[config.mk]
export PLATFORM = sky130hd
export DESIGN_NAME = decoder13_route_ctrl
export DESIGN_NICKNAME = d
export VERILOG_FILES = /design/src/rtl/decoder13_route_ctrl.sv
export SDC_FILE = /design/constraint.sdc
export NUM_CORES = 1
export LEC_CHECK = 0
export ABC_AREA = 1
export BUFFER_PORTS_ARGS = -buffer_cell sky130_fd_sc_hd__buf_2
export CORE_UTILIZATION = 54
export DETAILED_ROUTE_END_ITERATION = 7
export GPL_ROUTABILITY_DRIVEN = 1
export PLACE_DENSITY = 0.88
export SLEW_MARGIN = 25
export SYNTH_ARGS = -nofsm -noshare
export SYNTH_HDL_FRONTEND = slang
export SYNTH_SLANG_ARGS = --single-unit
[constraint.sdc]
create_clock -name CLK -period 2.67 [get_ports CLK]
set_input_delay 0.1335 -clock CLK [delete_from_list [all_inputs] [get_ports CLK]]
set_output_delay 0.1335 -clock CLK [all_outputs]
set_load 0.01 [all_outputs]
[src/rtl/decoder13_route_ctrl.sv]
// Route controller for a 1-to-2 decoder leaf: forwards flits through one output
// register and queues a per-flit select token taken from each packet's header.
module decoder13_route_ctrl #(
  parameter  int W        = 9,
  parameter  int ADDR_BIT = 0,
  parameter  int S_DEPTH  = 4,
  parameter  int CNT_W    = 16,
  localparam int PW       = $clog2(S_DEPTH),
  localparam int CW       = PW + 1
) (
  input  logic             CLK,
  input  logic             _RESET,
  input  logic             in_valid,
  output logic             in_ready,
  input  logic [W-1:0]     in_data,
  output logic             f_valid,
  input  logic             f_ready,
  output logic [W-1:0]     f_data,
  output logic             s_valid,
  input  logic             s_ready,
  output logic             s_data,
  output logic [CW-1:0]    s_count,
  output logic [CNT_W-1:0] pkt_cnt0,
  output logic [CNT_W-1:0] pkt_cnt1
);

  typedef enum logic [0:0] {HEAD = 1'b0, BODY = 1'b1} state_e;

  state_e           state_q, state_d;
  logic             cur_sel_q, cur_sel_d;
  logic             f_valid_q, f_valid_d;
  logic [W-1:0]     f_data_q, f_data_d;
  logic             mem_q [S_DEPTH];
  logic             mem_d [S_DEPTH];
  logic [PW-1:0]    rd_ptr_q, rd_ptr_d;
  logic [PW-1:0]    wr_ptr_q, wr_ptr_d;
  logic [CW-1:0]    count_q, count_d;
  logic [CNT_W-1:0] pkt_cnt0_q, pkt_cnt0_d;
  logic [CNT_W-1:0] pkt_cnt1_q, pkt_cnt1_d;

  logic accept_s, pop_s, sel_s, tail_s;

  // Readiness uses only registered state, so a same-cycle pop never frees a slot.
  assign in_ready = (!f_valid_q || f_ready) && (count_q < CW'(S_DEPTH));
  assign accept_s = in_valid && in_ready;
  assign pop_s    = (count_q != {CW{1'b0}}) && s_ready;
  assign tail_s   = in_data[W-1];
  assign sel_s    = (state_q == HEAD) ? in_data[ADDR_BIT] : cur_sel_q;

  assign f_valid  = f_valid_q;
  assign f_data   = f_data_q;
  assign s_valid  = (count_q != {CW{1'b0}});
  assign s_data   = mem_q[rd_ptr_q];
  assign s_count  = count_q;
  assign pkt_cnt0 = pkt_cnt0_q;
  assign pkt_cnt1 = pkt_cnt1_q;

  always_comb begin
    state_d    = state_q;
    cur_sel_d  = cur_sel_q;
    f_valid_d  = f_valid_q;
    f_data_d   = f_data_q;
    mem_d      = mem_q;
    rd_ptr_d   = rd_ptr_q;
    wr_ptr_d   = wr_ptr_q;
    pkt_cnt0_d = pkt_cnt0_q;
    pkt_cnt1_d = pkt_cnt1_q;
    count_d    = count_q + CW'(accept_s) - CW'(pop_s);

    if (accept_s) begin
      case (state_q)
        HEAD: begin
          if (!tail_s) begin
            cur_sel_d = in_data[ADDR_BIT];
            state_d   = BODY;
          end else begin
            state_d   = HEAD;
          end
        end
        BODY: begin
          if (tail_s) begin
            state_d = HEAD;
          end else begin
            state_d = BODY;
          end
        end
        default: state_d = HEAD;
      endcase
      f_valid_d       = 1'b1;
      f_data_d        = in_data;
      mem_d[wr_ptr_q] = sel_s;
      wr_ptr_d        = wr_ptr_q + PW'(1);
      if (tail_s && sel_s) begin
        pkt_cnt1_d = pkt_cnt1_q + CNT_W'(1);
      end else if (tail_s) begin
        pkt_cnt0_d = pkt_cnt0_q + CNT_W'(1);
      end else begin
        pkt_cnt0_d = pkt_cnt0_q;
      end
    end else if (f_valid_q && f_ready) begin
      f_valid_d = 1'b0;
    end else begin
      f_valid_d = f_valid_q;
    end

    if (pop_s) begin
      rd_ptr_d = rd_ptr_q + PW'(1);
    end else begin
      rd_ptr_d = rd_ptr_q;
    end
  end

  always_ff @(posedge CLK or negedge _RESET) begin
    if (!_RESET) begin
      state_q    <= HEAD;
      cur_sel_q  <= 1'b0;
      f_valid_q  <= 1'b0;
      f_data_q   <= {W{1'b0}};
      rd_ptr_q   <= {PW{1'b0}};
      wr_ptr_q   <= {PW{1'b0}};
      count_q    <= {CW{1'b0}};
      pkt_cnt0_q <= {CNT_W{1'b0}};
      pkt_cnt1_q <= {CNT_W{1'b0}};
      for (int i = 0; i < S_DEPTH; i++) begin
        mem_q[i] <= 1'b0;
      end
    end else begin
      state_q    <= state_d;
      cur_sel_q  <= cur_sel_d;
      f_valid_q  <= f_valid_d;
      f_data_q   <= f_data_d;
      rd_ptr_q   <= rd_ptr_d;
      wr_ptr_q   <= wr_ptr_d;
      count_q    <= count_d;
      pkt_cnt0_q <= pkt_cnt0_d;
      pkt_cnt1_q <= pkt_cnt1_d;
      for (int i = 0; i < S_DEPTH; i++) begin
        mem_q[i] <= mem_d[i];
      end
    end
  end

endmodule

==> run_results.csv <==
group,metric,value,unit
sta,worst_slew_pin_slew,442.2,ps
setup_path,cp_num_buf_inv,3,
placed_design,dp_hpwl,4.042,mm
clock_tree,root_buffer,"clkbuf_8",
outcome,status,"finished, final reports clean",
global_routing,antenna_found_initial,0,
flow_run,maxCapViolations,0,
floorplan,dieWidth,75.37,um
yosys,synth_area,2907,um2
cells_and_area,final_common_cell,"nand2_1",
yosys,ys.warnings.count,0,
route,drtIter0Drc,160,
cells_and_area,drive_gt1_share,21.31,%
placed_design,place.port_buffers,61,
pwr,ir_drop,0.5302,mV
setup_path,max_stage_delay,450,ps
floorplan,die_h,75.37,um
clock_tree,cts_tree,"done",
route,dr.pass1.iters,4,
setup_path,crit_slowest_cell,"dfrtp_1",
cells_and_area,layout.nets,449,
floorplan,io_pins,62,
floorplan,core_area,5140,um2
pwr,leakagePower,1.846,nW
setup_path,crit_family,"adder cells",
clock_tree,clockBufferDepth,2,
sta,setup_tns,0,ps
setup_path,setup.worst_path.start_class,"flip-flop",
clock_tree,clk_pin_slew,100,ps
setup_path,cp-end-kind,"flip-flop",
global_routing,grt.overflow.total,0,
sta,finalWorstSetupSlack,612.6,ps
yosys,synth.avg_cell_area,8.074,um2
cells_and_area,diodes,0,
global_routing,grt_max_degree,27,
placed_design,pre_cts_ws,623.6,ps
clock_tree,worstSkewPairLatency,300,ps
setup_path,worstPathRequired,2900,ps
route,avgViaCountPerCell,4.875,
sta,final-setup-viol-count,0,
sta,max_freq,486.0,MHz
cells_and_area,area_growth,16.49,%
sta,hold_viol,0,
sta,slew_headroom,70.49,%
clock_tree,htreeDepth,2,
floorplan,initial_core_util,56.55,%
setup_path,critPathArrivalTime,2290,ps
global_routing,grt_pass1_vias,2219,
route,wl_per_cell,11.02,um
yosys,synth_seq_area_share,47.35,%
sta,fin_skew,3.196,ps
setup_path,cpMostUsedCell,"inv_1",
global_routing,grtUsageTotal,21.46,%
sta,fin_crit,2057,ps
sta,slew_viol_final,0,
yosys,ys_seq_elements,55,
yosys,synthCells,360,
floorplan,die_area,5680,um2
route,drt-total-wl,5.475,mm
sta,min_period_over_period,77.06,%
hold_path,hp-class,"input port to flip-flop",
route,drc_errors,0,
cells_and_area,final_cell_mix,"nand2_1 (163), buf_2 (61), dfrtp_1 (55)",
cells_and_area,seqCellArea,1376,um2
clock_tree,cts.sinks,55,
route,via_count,2423,
floorplan,num_rows,26,
sta,rsz0062_at_grt,"false",
route,ant_nets,0,
setup_path,crit_type,"flip-flop to flip-flop",
cells_and_area,multi_input_area,1341,um2
setup_path,path_max_fanout,4,
placed_design,routabilityCongestion,0.7754,
cells_and_area,fill_cells,469,
pwr,powerDensity,809.3,nW/um2
setup_path,crit_chain,"nor2_1 -> nand2_1 -> nand2_1 -> inv_1 -> ha_1 -> inv_1 -> ha_1 -> inv_1 -> fa_1 -> xnor2_1 -> xor2_1",
global_routing,grt_pass1_wl,9.487,mm
yosys,synthesis.nets,383,
clock_tree,numCtsBuffers,5,
yosys,ys_types,28,
-- flip-flops by register name, summed over array words and instances, names as in the netlist --
register and count:
pkt_cnt0 16, mem_q 4, f_data 9, cur_sel_q 1, f_valid 1, wr_ptr_q 2
s_count 3, state_q 1, rd_ptr_q 2, pkt_cnt1 16
-- cell usage after synthesis, drive strengths merged --
cell type  number  area [um2]
nand2         168       648.1
dfrtp          55        1376
inv            34       127.6
nor2           30       152.7
nand3          16       107.6
nand3b         15       112.6
o21ai          10       50.05
ha              8       100.1
xnor2           7       61.31
buf             6       61.30
xor2            5       58.81
a21oi           2       10.01
a32oi           1       8.760
fa              1       20.02
nand4           1       6.260
nor3            1       5.000
-- worst register-to-register path, delay by kind of cell (launching register included) --
kind	cells	cell delay, ps
xor+xnor	2	330
fa+ha+maj	3	760
buf+inv	3	160
flops	1	450
simple gates	3	280
-- final timing paths --
check	slack (ps)	depth (start not counted)	from	endpoint
hold reg to reg	480	2	f_data[2]	f_data[2]
setup / recovery	610	11	s_count[1]	s_count[2]
setup reg to reg	610	11	s_count[1]	s_count[2]
hold / removal	20	3	in_data[4]	f_data[4]
min in group asynchronous	260	2	_RESET	mem_q[0]
max in group asynchronous	1820	3	_RESET	f_data[0]
-- final cells by class --
cell class | instances | share of cell area, %
Clock buffer | 5 | 2.033
Clock inverter | 3 | 1.367
Tap cell | 70 | 2.587
Multi-Input combinational cell | 265 | 39.62
Inverter | 34 | 3.769
Timing Repair Buffer | 65 | 9.978
Sequential cell | 55 | 40.65
-- repair_timing --
| action | CTS | global route |
|---|---|---|
| endpoints found under the hold margin | 14 | 0 |
| resized for setup | 0 | 0 |
| hold buffers | 1 | 0 |
| buffers inserted | 0 | 0 |
-- per-layer routing --
metal  track usage, %  vias to the layer above  share of wire, %
met5                0                        -                 0
li1                 -                     1241                 -
met2            38.99                       47                50
met3            4.233                        2               3.6
met4            3.704                        0              0.40
met1            26.90                     1133                46
-- where the power goes --
| part | switching (mW) | internal [mW] | total [mW] |
|---|---|---|---|
| logic | 0.543 | 0.378 | 0.921 |
| registers | 0.200 | 1.06 | 1.26 |
| clock network | 0.278 | 0.283 | 0.561 |
-- per-stage QoR --
step / total power, mW / instance area (um2) / std cells / util (%) / hold WS [ps]
final: 2.740 / 3386 / 497 / 65.87 / 22.49
after CTS: 2.769 / 3386 / 497 / 65.87 / 11.97
after global placement: 2.146 / 3261 / 488 / 63.44 / 63.86
after global routing: 2.947 / 3386 / 497 / 65.87 / 22.64
after floorplan: 1.882 / 2907 / 360 / - / -162.1
after detailed placement: 2.207 / 3261 / 488 / 63.44 / 60.71
-- logic make-up after synthesis --
group	after synthesis	synth area share [%]
adder cells (fa/ha/maj)	9	4.133
buffers and inverters	40	6.500
AND/OR/NAND/NOR	231	35.51
AO/OA/AOI/OAI	13	2.368
flip-flops	55	47.35
XOR/XNOR	12	4.133
(Power assumes the default switching activity.)
